`config.mk`:
```
export PLATFORM = sky130hd
export DESIGN_NAME = multicycle_controller_flat
export DESIGN_NICKNAME = d
export VERILOG_FILES = /design/src/rtl/multicycle_controller_pkg.sv /design/src/rtl/multicycle_controller_if.sv /design/src/rtl/multicycle_controller_branch_cond.sv /design/src/rtl/multicycle_controller.sv /design/src/flat_wrapper.sv
export SDC_FILE = /design/constraint.sdc
export NUM_CORES = 1
export LEC_CHECK = 0
export BUFFER_PORTS_ARGS = -buffer_cell sky130_fd_sc_hd__buf_2
export CAP_MARGIN = 15
export CORE_MARGIN = 1
export CORE_UTILIZATION = 47
export CTS_BUF_LIST = sky130_fd_sc_hd__clkbuf_16
export DETAILED_ROUTE_END_ITERATION = 7
export HOLD_SLACK_MARGIN = 0.1
export PLACE_DENSITY_LB_ADDON = 0.15
export SLEW_MARGIN = 20
export SYNTH_ARGS = -nofsm -noshare
export SYNTH_HDL_FRONTEND = slang
export SYNTH_SLANG_ARGS = --single-unit
```
`constraint.sdc`:
```
create_clock -name clk -period 1.8 [get_ports clk]
set_clock_uncertainty 0.15 [all_clocks]
set_input_delay 0.36 -clock clk [delete_from_list [all_inputs] [get_ports clk]]
set_output_delay 0.36 -clock clk [all_outputs]
set_load 0.02 [all_outputs]
```
`src/rtl/multicycle_controller_pkg.sv`:
```
// Shared opcode, state and datapath-select encodings for the RV32I multi-cycle controller.
package riscv_ctrl_pkg;

    localparam logic [6:0] OP_LOAD   = 7'b0000011;
    localparam logic [6:0] OP_STORE  = 7'b0100011;
    localparam logic [6:0] OP_R      = 7'b0110011;
    localparam logic [6:0] OP_I      = 7'b0010011;
    localparam logic [6:0] OP_BRANCH = 7'b1100011;
    localparam logic [6:0] OP_JAL    = 7'b1101111;
    localparam logic [6:0] OP_JALR   = 7'b1100111;
    localparam logic [6:0] OP_AUIPC  = 7'b0010111;
    localparam logic [6:0] OP_LUI    = 7'b0110111;

    localparam logic [3:0] S_FETCH  = 4'd0;
    localparam logic [3:0] S_DECODE = 4'd1;
    localparam logic [3:0] S_MEMADR = 4'd2;
    localparam logic [3:0] S_MEMRD  = 4'd3;
    localparam logic [3:0] S_MEMWB  = 4'd4;
    localparam logic [3:0] S_MEMWR  = 4'd5;
    localparam logic [3:0] S_EXER   = 4'd6;
    localparam logic [3:0] S_EXEI   = 4'd7;
    localparam logic [3:0] S_ALUWB  = 4'd8;
    localparam logic [3:0] S_BRANCH = 4'd9;
    localparam logic [3:0] S_JAL    = 4'd10;
    localparam logic [3:0] S_JALR   = 4'd11;
    localparam logic [3:0] S_JLINK  = 4'd12;
    localparam logic [3:0] S_UPPER  = 4'd13;
    localparam logic [3:0] S_TRAP   = 4'd14;

    typedef enum logic [2:0] {
        IMM_I = 3'b000, IMM_S = 3'b001, IMM_B = 3'b010, IMM_J = 3'b011, IMM_U = 3'b100
    } imm_src_e;
    typedef enum logic [1:0] {SRCA_PC, SRCA_OLDPC, SRCA_RS1, SRCA_ZERO} alu_src_a_e;
    typedef enum logic [1:0] {SRCB_RS2, SRCB_IMM, SRCB_FOUR} alu_src_b_e;
    typedef enum logic [1:0] {RES_ALUOUT, RES_READDATA, RES_ALURESULT} result_src_e;
    typedef enum logic [1:0] {ALU_ADD, ALU_SUB, ALU_FUNCT} alu_op_e;

    function automatic imm_src_e imm_sel(input logic [6:0] op);
        case (op)
            OP_STORE:        return IMM_S;
            OP_BRANCH:       return IMM_B;
            OP_JAL:          return IMM_J;
            OP_LUI, OP_AUIPC: return IMM_U;
            default:         return IMM_I;
        endcase
    endfunction

endpackage

```
`src/rtl/multicycle_controller_if.sv`:
```
// Controller <-> datapath/memory control bundle; master is the controller side.
interface multicycle_controller_if;
    logic [6:0] op;
    logic [2:0] funct3;
    logic       zero, lt, ltu, mem_ready;
    logic       mem_req, AdrSrc, IRWrite, PCWrite, RegWrite, MemWrite;
    logic [1:0] ResultSrc, ALUSrcA, ALUSrcB, ALUOp;
    logic [2:0] ImmSrc;
    logic       instr_done, illegal;

    modport master (
        input  op, funct3, zero, lt, ltu, mem_ready,
        output mem_req, AdrSrc, IRWrite, PCWrite, RegWrite, MemWrite,
               ResultSrc, ALUSrcA, ALUSrcB, ALUOp, ImmSrc, instr_done, illegal
    );
    modport slave (
        output op, funct3, zero, lt, ltu, mem_ready,
        input  mem_req, AdrSrc, IRWrite, PCWrite, RegWrite, MemWrite,
               ResultSrc, ALUSrcA, ALUSrcB, ALUOp, ImmSrc, instr_done, illegal
    );
endinterface

```
`src/rtl/multicycle_controller_branch_cond.sv`:
```
// Conditional-branch evaluation from funct3 and ALU flags; valid=0 for the two unused encodings.
module branch_cond (
    input  logic [2:0] funct3_i,
    input  logic       zero_i,
    input  logic       lt_i,
    input  logic       ltu_i,
    output logic       taken_o,
    output logic       valid_o
);
    always_comb begin
        taken_o = 1'b0;
        valid_o = 1'b1;
        case (funct3_i)
            3'b000:  taken_o = zero_i;
            3'b001:  taken_o = !zero_i;
            3'b100:  taken_o = lt_i;
            3'b101:  taken_o = !lt_i;
            3'b110:  taken_o = ltu_i;
            3'b111:  taken_o = !ltu_i;
            default: valid_o = 1'b0;
        endcase
    end
endmodule

```
`src/rtl/multicycle_controller.sv`:
```
// Multi-cycle RV32I main control FSM sharing one variable-latency memory port.
// state  | meaning
// FETCH  | read instruction at PC, PC+4 -> PC on done
// DECODE | classify op, precompute OldPC+imm
// MEMADR | rs1+imm address for lw/sw
// MEMRD  | load access, wait for done
// MEMWB  | ReadData -> rd
// MEMWR  | store access, wait for done
// EXER   | R-type ALU op
// EXEI   | I-type ALU op
// ALUWB  | ALUOut -> rd
// BRANCH | compare rs1/rs2, PC <- target if taken
// JAL    | PC <- target, ALU computes OldPC+4
// JALR   | PC <- rs1+imm
// JLINK  | OldPC+4 -> rd
// UPPER  | lui/auipc result
// TRAP   | illegal opcode, sticky until reset
module multicycle_controller
    import riscv_ctrl_pkg::*;
#(
    parameter bit MEM_HANDSHAKE   = 1'b1,
    parameter bit EN_UPPER        = 1'b1,
    parameter bit EN_JALR         = 1'b1,
    parameter bit TRAP_ON_ILLEGAL = 1'b1
) (
    input  logic                    clk,
    input  logic                    reset,
    multicycle_controller_if.master ctl
);
    logic [3:0] state_q, state_d, dec_next, bad_next;
    logic       done, taken, br_valid;

    branch_cond u_branch_cond (
        .funct3_i (ctl.funct3),
        .zero_i   (ctl.zero),
        .lt_i     (ctl.lt),
        .ltu_i    (ctl.ltu),
        .taken_o  (taken),
        .valid_o  (br_valid)
    );

    assign done     = MEM_HANDSHAKE ? ctl.mem_ready : 1'b1;
    assign bad_next = TRAP_ON_ILLEGAL ? S_TRAP : S_FETCH;
    assign ctl.ImmSrc = imm_sel(ctl.op);

    always_comb begin
        case (ctl.op)
            OP_LOAD, OP_STORE: dec_next = S_MEMADR;
            OP_R:              dec_next = S_EXER;
            OP_I:              dec_next = S_EXEI;
            OP_BRANCH:         dec_next = br_valid ? S_BRANCH : bad_next;
            OP_JAL:            dec_next = S_JAL;
            OP_JALR:           dec_next = EN_JALR ? S_JALR : bad_next;
            OP_LUI, OP_AUIPC:  dec_next = EN_UPPER ? S_UPPER : bad_next;
            default:           dec_next = bad_next;
        endcase
    end

    always_comb begin
        case (state_q)
            S_FETCH:  state_d = done ? S_DECODE : S_FETCH;
            S_DECODE: state_d = dec_next;
            S_MEMADR: state_d = (ctl.op == OP_LOAD) ? S_MEMRD : S_MEMWR;
            S_MEMRD:  state_d = done ? S_MEMWB : S_MEMRD;
            S_MEMWR:  state_d = done ? S_FETCH : S_MEMWR;
            S_EXER, S_EXEI, S_JAL, S_UPPER: state_d = S_ALUWB;
            S_JALR:   state_d = S_JLINK;
            S_TRAP:   state_d = S_TRAP;
            default:  state_d = S_FETCH;
        endcase
    end

    always_ff @(posedge clk or negedge reset) begin
        if (!reset) state_q <= S_FETCH;
        else        state_q <= state_d;
    end

    always_comb begin
        ctl.mem_req    = 1'b0;
        ctl.AdrSrc     = 1'b0;
        ctl.IRWrite    = 1'b0;
        ctl.PCWrite    = 1'b0;
        ctl.RegWrite   = 1'b0;
        ctl.MemWrite   = 1'b0;
        ctl.instr_done = 1'b0;
        ctl.illegal    = 1'b0;
        ctl.ResultSrc  = RES_ALUOUT;
        ctl.ALUSrcA    = SRCA_PC;
        ctl.ALUSrcB    = SRCB_RS2;
        ctl.ALUOp      = ALU_ADD;
        case (state_q)
            S_FETCH: begin
                ctl.mem_req   = 1'b1;
                ctl.IRWrite   = done;
                ctl.PCWrite   = done;
                ctl.ALUSrcB   = SRCB_FOUR;
                ctl.ResultSrc = RES_ALURESULT;
            end
            S_DECODE: begin
                ctl.ALUSrcA = SRCA_OLDPC;
                ctl.ALUSrcB = SRCB_IMM;
            end
            S_MEMADR: begin
                ctl.ALUSrcA = SRCA_RS1;
                ctl.ALUSrcB = SRCB_IMM;
            end
            S_MEMRD: begin
                ctl.mem_req = 1'b1;
                ctl.AdrSrc  = 1'b1;
            end
            S_MEMWB: begin
                ctl.ResultSrc  = RES_READDATA;
                ctl.RegWrite   = 1'b1;
                ctl.instr_done = 1'b1;
            end
            S_MEMWR: begin
                ctl.mem_req    = 1'b1;
                ctl.AdrSrc     = 1'b1;
                ctl.MemWrite   = 1'b1;
                ctl.instr_done = done;
            end
            S_EXER: begin
                ctl.ALUSrcA = SRCA_RS1;
                ctl.ALUOp   = ALU_FUNCT;
            end
            S_EXEI: begin
                ctl.ALUSrcA = SRCA_RS1;
                ctl.ALUSrcB = SRCB_IMM;
                ctl.ALUOp   = ALU_FUNCT;
            end
            S_ALUWB: begin
                ctl.RegWrite   = 1'b1;
                ctl.instr_done = 1'b1;
            end
            S_BRANCH: begin
                ctl.ALUSrcA    = SRCA_RS1;
                ctl.ALUOp      = ALU_SUB;
                ctl.PCWrite    = taken;
                ctl.instr_done = 1'b1;
            end
            S_JAL: begin
                ctl.ALUSrcA = SRCA_OLDPC;
                ctl.ALUSrcB = SRCB_FOUR;
                ctl.PCWrite = 1'b1;
            end
            S_JALR: begin
                ctl.ALUSrcA   = SRCA_RS1;
                ctl.ALUSrcB   = SRCB_IMM;
                ctl.ResultSrc = RES_ALURESULT;
                ctl.PCWrite   = 1'b1;
            end
            S_JLINK: begin
                ctl.ALUSrcA    = SRCA_OLDPC;
                ctl.ALUSrcB    = SRCB_FOUR;
                ctl.ResultSrc  = RES_ALURESULT;
                ctl.RegWrite   = 1'b1;
                ctl.instr_done = 1'b1;
            end
            S_UPPER: begin
                ctl.ALUSrcA = (ctl.op == OP_LUI) ? SRCA_ZERO : SRCA_OLDPC;
                ctl.ALUSrcB = SRCB_IMM;
            end
            S_TRAP:  ctl.illegal = 1'b1;
            default: ;
        endcase
        // Reset kills every strobe combinationally so nothing leaks before the flop clears.
        if (!reset) begin
            ctl.mem_req    = 1'b0;
            ctl.IRWrite    = 1'b0;
            ctl.PCWrite    = 1'b0;
            ctl.RegWrite   = 1'b0;
            ctl.MemWrite   = 1'b0;
            ctl.instr_done = 1'b0;
            ctl.illegal    = 1'b0;
        end
    end

endmodule

```
`src/flat_wrapper.sv`:
```
// flat-port wrapper written by rule: the top's interface ports become plain ports
module multicycle_controller_flat import riscv_ctrl_pkg::*;
#(
    parameter bit MEM_HANDSHAKE   = 1'b1,
    parameter bit EN_UPPER        = 1'b1,
    parameter bit EN_JALR         = 1'b1,
    parameter bit TRAP_ON_ILLEGAL = 1'b1
)
  (clk, reset, ctl_op, ctl_funct3, ctl_zero, ctl_lt, ctl_ltu, ctl_mem_ready, ctl_mem_req, ctl_AdrSrc, ctl_IRWrite, ctl_PCWrite, ctl_RegWrite, ctl_MemWrite, ctl_ResultSrc, ctl_ALUSrcA, ctl_ALUSrcB, ctl_ALUOp, ctl_ImmSrc, ctl_instr_done, ctl_illegal);
  multicycle_controller_if ctl_i ();
  input  logic clk;
  input  logic reset;
  input wire logic [$bits(ctl_i.op)-1:0] ctl_op;
  input wire logic [$bits(ctl_i.funct3)-1:0] ctl_funct3;
  input wire logic [$bits(ctl_i.zero)-1:0] ctl_zero;
  input wire logic [$bits(ctl_i.lt)-1:0] ctl_lt;
  input wire logic [$bits(ctl_i.ltu)-1:0] ctl_ltu;
  input wire logic [$bits(ctl_i.mem_ready)-1:0] ctl_mem_ready;
  output wire logic [$bits(ctl_i.mem_req)-1:0] ctl_mem_req;
  output wire logic [$bits(ctl_i.AdrSrc)-1:0] ctl_AdrSrc;
  output wire logic [$bits(ctl_i.IRWrite)-1:0] ctl_IRWrite;
  output wire logic [$bits(ctl_i.PCWrite)-1:0] ctl_PCWrite;
  output wire logic [$bits(ctl_i.RegWrite)-1:0] ctl_RegWrite;
  output wire logic [$bits(ctl_i.MemWrite)-1:0] ctl_MemWrite;
  output wire logic [$bits(ctl_i.ResultSrc)-1:0] ctl_ResultSrc;
  output wire logic [$bits(ctl_i.ALUSrcA)-1:0] ctl_ALUSrcA;
  output wire logic [$bits(ctl_i.ALUSrcB)-1:0] ctl_ALUSrcB;
  output wire logic [$bits(ctl_i.ALUOp)-1:0] ctl_ALUOp;
  output wire logic [$bits(ctl_i.ImmSrc)-1:0] ctl_ImmSrc;
  output wire logic [$bits(ctl_i.instr_done)-1:0] ctl_instr_done;
  output wire logic [$bits(ctl_i.illegal)-1:0] ctl_illegal;
  assign ctl_i.op = ctl_op;
  assign ctl_i.funct3 = ctl_funct3;
  assign ctl_i.zero = ctl_zero;
  assign ctl_i.lt = ctl_lt;
  assign ctl_i.ltu = ctl_ltu;
  assign ctl_i.mem_ready = ctl_mem_ready;
  assign ctl_mem_req = ctl_i.mem_req;
  assign ctl_AdrSrc = ctl_i.AdrSrc;
  assign ctl_IRWrite = ctl_i.IRWrite;
  assign ctl_PCWrite = ctl_i.PCWrite;
  assign ctl_RegWrite = ctl_i.RegWrite;
  assign ctl_MemWrite = ctl_i.MemWrite;
  assign ctl_ResultSrc = ctl_i.ResultSrc;
  assign ctl_ALUSrcA = ctl_i.ALUSrcA;
  assign ctl_ALUSrcB = ctl_i.ALUSrcB;
  assign ctl_ALUOp = ctl_i.ALUOp;
  assign ctl_ImmSrc = ctl_i.ImmSrc;
  assign ctl_instr_done = ctl_i.instr_done;
  assign ctl_illegal = ctl_i.illegal;
  multicycle_controller #(.MEM_HANDSHAKE(MEM_HANDSHAKE), .EN_UPPER(EN_UPPER), .EN_JALR(EN_JALR), .TRAP_ON_ILLEGAL(TRAP_ON_ILLEGAL)) u_core (.clk(clk), .reset(reset), .ctl(ctl_i));
endmodule
```
==> results of run 1 <==
[routing by layer]
| metal | track usage (%) | GRT overflow |
|---|---|---|
| met5 | 0 | 0 |
| met4 | 80.63 | 6 |
| met3 | 39.58 | 0 |
| met2 | 84.48 | 0 |
| met1 | 56.04 | 0 |
[metrics by stage]
step | worst slack (ps) | area (µm²) | hold WS (ps)
global placement | -159.7 | 1180 | 41.23
floorplan | -23.53 | 862.1 | -85.59
CTS | -145.1 | 1371 | 402.5
detailed placement | -182.8 | 1180 | 40.29
[cells in the mapped netlist (all sizes together) (2+ instances only)]
library cell	number
nor3	7
nor2b	7
a211oi	2
nor2	10
or2	2
and3	3
o311ai	2
buf	8
and2	2
o21ai	5
o211ai	2
inv	3
nand2	9
dfrtp	4
nand3	4
or3	2
xnor2	4
nor3b	3
a21oi	5
clkbuf	2
nand2b	9
xor2	2
o22ai	3
[cells by family after synthesis]
| kind of cell | share of synthesized area [%] |
|---|---|
| AO/OA/AOI/OAI | 26.92 |
| XOR/XNOR | 6.461 |
| buffers and inverters | 8.769 |
| flip-flops | 12.31 |
| multiplexers | 2.615 |
| AND/OR/NAND/NOR | 42.92 |
[timing repair]
item                       CTS
resized for setup           31
setup buffers                3
hold endpoints to repair     4
hold buffers                 1
cloned                       0
pin swaps                    5
setup endpoints to repair   16
==> metrics, run 1 <==
outcome stopped before the end; Fail Step global routing (5_1_grt); Err [ERROR GRT-0232] Routing congestion too high. Check the congestion heatmap in the GUI.; Seq/Total Area, Yosys between 10% and 20%; TritonCTS buffer count 3; EDFF count, synth 0; worst endpoint type output port; CTS H-Tree Depth 1; Synth warnings 0; Most used DFF post-synth dfrtp_1; I/O Pins 35; CTS sink count 4; root buf cell clkbuf_16; FFs w/ async S/R, synth 100.0%; Placed Instances 183; grt repair worst endpoint ctl_mem_req; synth top area cells dfrtp_1 12%, nand2b_1 6.9%, nor2b_1 5.4%, nor3_1 4.3%, xnor2_1 4.3%; largest net degree at the start of global routing 14; die width between 40 and 50 µm; number of distinct library cells after synthesis 46; top-area cell type share of the netlist area between 10 and 15%; synthesized net count around 130; Synth area leader dfrtp_1; Max Root-Sink Buffers 2; Post-Syn Instances ~120; mapped cell area just over 800 µm²; GP Congestion around 0.9; grt ovf 6; I/O Buffers 34; DP HPWL roughly 1900 µm; # rows 14; Avg Cell Area, Syn between 6 and 7 µm²; initial core utilization a little over half; number of synthesized register bits 4; GRT Overall Usage between 60% and 70%; Die Y 43.60 µm
==> run 2, diff against run 1 <==
- CORE_AREA: unset -> 2 2 63 65
- CORE_MARGIN: 1 -> unset
- CORE_UTILIZATION: 47 -> unset
- CTS_BUF_LIST: sky130_fd_sc_hd__clkbuf_16 -> unset
- DIE_AREA: unset -> 0 0 65 67
- HOLD_SLACK_MARGIN: 0.1 -> unset
==> metrics, run 2 <==
Worst-Margin Slew 335.3 ps; Avg Cell Area, Syn ~6.9 µm²; CP arrival around 1500 ps; synthesized net count 134; Routed Antenna Nets 0; fmax about 510 MHz; largest family of logic cells by synthesized area simple AND/OR/NAND/NOR gates; GRT Overall Usage 13.90%; I/O Pins 35; Die Y approximately 67 µm; final hold vios 0; mapped cell area just over 800 µm²; sequential share of power 9.8%; Worst setup EP type output pin; final instance area between 1500 and 2000 µm²; most frequent cells in the layout 38 x buf_4, 19 x buf_2, 14 x buf_6, 9 x nand2_1, 6 x nand2b_1; commonest non-fill, non-tap cell in the layout buf_4; Post-Syn Instances between 100 and 150; GP Congestion slightly above 0.8; core area 3606 µm²; fin nets around 200; clk slew on worst S/H paths approximately 30 ps; # rows 22; detailed-router iteration count before antenna repair 4; fraction of layout instances using a drive strength above 1 between 50% and 60%; Max Root-Sink Buffers 2; final design utilization 44.07%; Pwr Density 1342 nW/µm²; Final period util 108.9%; via count 1,124; top-area cell type share of the netlist area around an eighth; Vias/cell ~4.8; grt ovf 0; Logic pwr share between 80% and 90%; # fillers 392; Most used DFF post-synth dfrtp_1; largest registers u_core.state_q x4; P_sw between 0.0009 and 0.001 W; CTS H-Tree Depth 1; met3 WL post-DR ~89 µm; clock share of power under 10%; Relative slew margins 77.36%; Slew Viols, Final 0; maximum VDD drop around 0.28 mV; xor/xnor cell area share of the yosys netlist approximately 6.5%; worst min-delay path category input port to flip-flop; register area approximately 100 µm²; Post-Route M1 WL 1268 µm; vias in the first global route between 1,000 and 1,500; I/O Buffers 34; TritonCTS buffer count 3; # diodes 0; P_leak a little over 0.7 nW; die width around 65 µm; global-route wire length before repair 4733 µm; Worst setup SP type flip-flop; Compound-Gate Fraction of Synth Area between 20% and 30%; worst skew pair latency between 200 and 250 ps; count of final setup violators 15; CTS tree done; final wirelength 2966 µm; met2 WL ~1600 µm; Simple-Gate Fraction of Synth Area 42.92%; failing checks negative setup slack; number of synthesized register bits 4; area grow syn2layout 95.38%; crit-path max FO 6; Starting DRT DRC Count 36; EDFF count, synth 0; Seq/Total Area, Yosys between 10% and 20%; type of the worst setup path flip-flop to output pin; DP HPWL 2325 µm; Pint approximately 0.0012 W; most common library cells after synthesis 9 x nand2_1, 9 x nand2b_1, 9 x nor2_1, 7 x nor2b_1, 7 x nor3_1; Setup WS post-layout -161.0 ps; number of distinct library cells after synthesis 46; Switching Share 44.30%; largest net degree at the start of global routing 10; max reg flops 4; Synth area leader dfrtp_1; Max-Cap Viols 0; initial core utilization ~23%; top layer reached by signal wires met4; unrepaired setup endpoints after global routing yes; multiplexer area fraction after synthesis 2.615%; Synth warnings 0; Routed WL per cell ~13 µm; synth top area cells dfrtp_1 12%, nand2b_1 6.9%, nor2b_1 5.4%, nor3_1 4.3%, xnor2_1 4.3%; root buf cell clkbuf_8; Worst EP required about 1300 ps; Placement Cell Area around 1200 µm²; outcome finished, violations left; initial antenna violation count 0; Die ar. 4355 µm²; CTS sink count 4; FFs w/ async S/R, synth 100.0%; adder-cell area share of the yosys netlist 0%; area of the multi-input gates a little over 800 µm²; register bank with the most flops u_core.state_q; drc violations 0; crit path time final 1961 ps
## run 2: cell counts after synthesis
Identical to the previous run, type by type.
## run 2: through the flow
stage | instances | setup TNS [ps] | total power, W | hold WS [ps] | worst slack, ps
6_report | 232 | -1321 | 0.002132 | 436.9 | -161.0
4_1_cts | 227 | -1510 | 0.001884 | 443.7 | -151.5
3_3_place_gp | 219 | -237.7 | 0.001439 | 153.1 | -173.0
3_5_place_dp | 219 | -264.7 | 0.001453 | 151.5 | -176.5
5_1_grt | 232 | -2331 | 0.002284 | 466.2 | -234.5
2_1_floorplan | 118 | -23.53 | 0.0009849 | -85.59 | -23.53
## run 2: worst paths after layout
check                                  start                end  slack, ps  depth (start not counted)
max                        u_core.state_q[1]        ctl_PCWrite       -160                          4
min in group asynchronous              reset  u_core.state_q[3]        520                          3
max in group asynchronous              reset  u_core.state_q[1]        780                          3
max reg2reg                u_core.state_q[2]  u_core.state_q[2]         20                          6
min reg2reg                u_core.state_q[1]  u_core.state_q[3]        650                          3
min                            ctl_mem_ready  u_core.state_q[0]        440                          3
## run 2: metal layers
metal | up-vias | track usage [%]
met5 | - | 0
met4 | 0 | 3.457
met3 | 6 | 2.027
met2 | 27 | 25.90
met1 | 526 | 16.57
li1 | 565 | -
## run 2: kinds of logic (layout without fill, tap and decap cells)
| group | Yosys count | count (layout) |
|---|---|---|
| muxes | 2 | 2 |
| xor gates and xnor gates | 6 | 6 |
| DFF | 4 | 4 |
| AOI/OAI and AO/OA | 30 | 30 |
| buffers and inverters | 13 | 79 |
| and+or+nand+nor | 63 | 63 |
## run 2: what timing repair did
item,in CTS,in global routing
setup endpoints to repair,16,17
pin swaps,7,9
endpoints found under the hold margin,4,0
gates resized for setup,35,26
hold buffers,1,0
buffers inserted,4,4
gates cloned,0,1
## run 2: critical path, cell delays in order, from the launching register on
cell	delay (ps)
dfrtp_2	460
or2_4	260
or2_4	260
a31oi_4	130
buf_6	130
## run 2: cell type report
type / count / area share, %
clock buffer: 3 / 2.598
inverter: 3 / 0.7087
multi-input combinational: 101 / 50.63
sequential: 4 / 6.535
tap: 48 / 3.780
timing repair buffer: 73 / 35.75
## run 2: power by group through the flow
stage | clock (W) | combinational (W) | sequential, W
6_report | 0.000184 | 0.00174 | 0.000210
3_5_place_dp | 0 | 0.00126 | 0.000193
4_1_cts | 0.000189 | 0.00150 | 0.000196
2_1_floorplan | 0 | 0.000848 | 0.000137
5_1_grt | 0.000204 | 0.00187 | 0.000215
3_3_place_gp | 0 | 0.00125 | 0.000191
Note: power is estimated with default switching activity, not from simulation.
==> run 3, diff against run 2 <==
- SETUP_SLACK_MARGIN: unset -> 0.3
==> metrics, run 3 (synthesized netlist as in run 2, its figures left out) <==
met2 WL 1753 µm; initial core utilization between 20% and 30%; crit path time final 1980 ps; Routed Antenna Nets 0; CTS sink count 4; Post-Route M1 WL between 1000 and 1500 µm; max reg flops 4; worst skew pair latency around 220 ps; detailed-router iteration count before antenna repair 4; Critical R2R Launch u_core.state_q[2]; largest registers u_core.state_q x4; Reg2Reg Setup Slack around 120 ps; final design utilization 50.94%; # rows 22; fin nets 212; reg2reg path depth 5; RR Endpoint u_core.state_q[2]; drc violations 0; Worst-Margin Slew roughly 320 ps; Vias/cell roughly 4.8; commonest non-fill, non-tap cell in the layout buf_4; largest net degree at the start of global routing 10; failing checks negative setup slack; vias in the first global route ~1,200; setup_tns -1520 ps; DP HPWL roughly 2400 µm; Worst EP required 1290 ps; area grow syn2layout 125.8%; crit-path max FO 6; dpl ws -186.0 ps; die width about 65 µm; clk slew on worst S/H paths approximately 30 ps; Slew Viols, Final 0; P_leak just under 0.8 nW; Die Y around 67 µm; register area 105.1 µm²; CTS tree done; final hold vios 0; TritonCTS buffer count 3; area of the multi-input gates approximately 900 µm²; Worst setup SP type flip-flop; I/O Pins 35; fraction of layout instances using a drive strength above 1 around 70%; Routed WL per cell roughly 14 µm; Starting DRT DRC Count 24; Relative slew margins between 70% and 80%; type of the worst setup path flip-flop to output pin; unrepaired setup endpoints after global routing yes; hold slack slightly above 400 ps; # fillers 340; final wirelength around 3300 µm; root buf cell clkbuf_8; global-route wire length before repair 5540 µm; most frequent cells in the layout 39 x buf_4, 30 x buf_6, 12 x buf_2, 6 x nand2_1; HP Start ctl_mem_ready; worst hold path stage count 3; CP arrival ~1500 ps; core area between 3000 and 4000 µm²; register bank with the most flops u_core.state_q; outcome finished, violations left; Die ar. between 4000 and 5000 µm²; maximum VDD drop roughly 0.43 mV; GRT Overall Usage about 17%; Placed Instances approximately 230; Final Non-Filler Cells 242; Pwr Density 1289 nW/µm²; via count around 1,200; Worst setup EP type output pin; initial antenna violation count 0; worst min-delay path category input port to flip-flop; Setup WS post-layout -179.6 ps; CTS H-Tree Depth 1; grt ovf 0; GP Congestion 0.7713; count of final setup violators 15; met3 WL post-DR 151 µm; # diodes 0; fmax just over 500 MHz; Final period util 110.0%; Max-Cap Viols 0; Max Root-Sink Buffers 2; top layer reached by signal wires met4; Hold EP u_core.state_q[0]; I/O Buffers 34
-- run 3: cell count changes in the layout (fill, tap and decap cells not counted), moves of 2 or more --
cell	change
buf_6	+16
buf_2	-7
nand2_1	-3
nand2_2	+3
a211oi_2	-2
a211oi_4	+2
nand3_1	-2
nor3_1	-2
nor3_2	+2
-- run 3: how the worst max path moves through the flow --
stage	start	slack (ps)	cells after the start	to
5_1_grt	u_core.state_q[2]	-240	4	ctl_mem_req
6_report	u_core.state_q[1]	-180	4	ctl_PCWrite
3_3_place_gp	ctl_funct3[0]	-170	7	ctl_PCWrite
2_1_floorplan	u_core.state_q[1]	60	4	ctl_PCWrite
4_1_cts	u_core.state_q[1]	-170	4	ctl_PCWrite
3_5_place_dp	ctl_funct3[0]	-190	7	ctl_PCWrite
-- run 3: where the power goes --
part           internal [W]  switching, W  leakage [nW]  total [W]
Sequential         0.000130     0.0000787        0.0466   0.000209
Clock              0.000143     0.0000476        0.0216   0.000190
Combinational       0.00106      0.000906         0.717    0.00197
-- run 3: per-layer routing --
metal / track usage (%) / vias up
li1: - / 582
met1: 18.60 / 532
met2: 32.47 / 36
met3: 2.196 / 2
met4: 4.521 / 0
met5: 0 / -
-- run 3: what timing repair did --
action                                  in CTS  in global routing
hold endpoints to repair                     4                  0
hold buffers                                 1                  0
resized for setup                           72                  7
pin swaps                                   13                  6
buffers inserted                             8                  4
endpoints found under the setup margin      22                 23
-- run 3: critical path, cell delays in order, from the launching register on --
cell     delay, ps
dfrtp_2        460
or2_4          260
or2_4          260
a31oi_4        130
buf_6          130
-- run 3: final cells by class --
class                   count  area share [%]
clock buffers               3           2.248
inverters                   3          0.6131
multi-input cells         101           49.18
flip-flops and latches      4           5.722
well taps                  48           3.270
repair buffers             83           38.96
-- run 3: per-stage QoR --
step | cell area (µm²) | power, W
2_1_floorplan | 1002 | 0.001211
3_3_place_gp | 1410 | 0.001692
3_5_place_dp | 1410 | 0.001705
4_1_cts | 1780 | 0.002314
5_1_grt | 1837 | 0.002531
6_report | 1837 | 0.002368
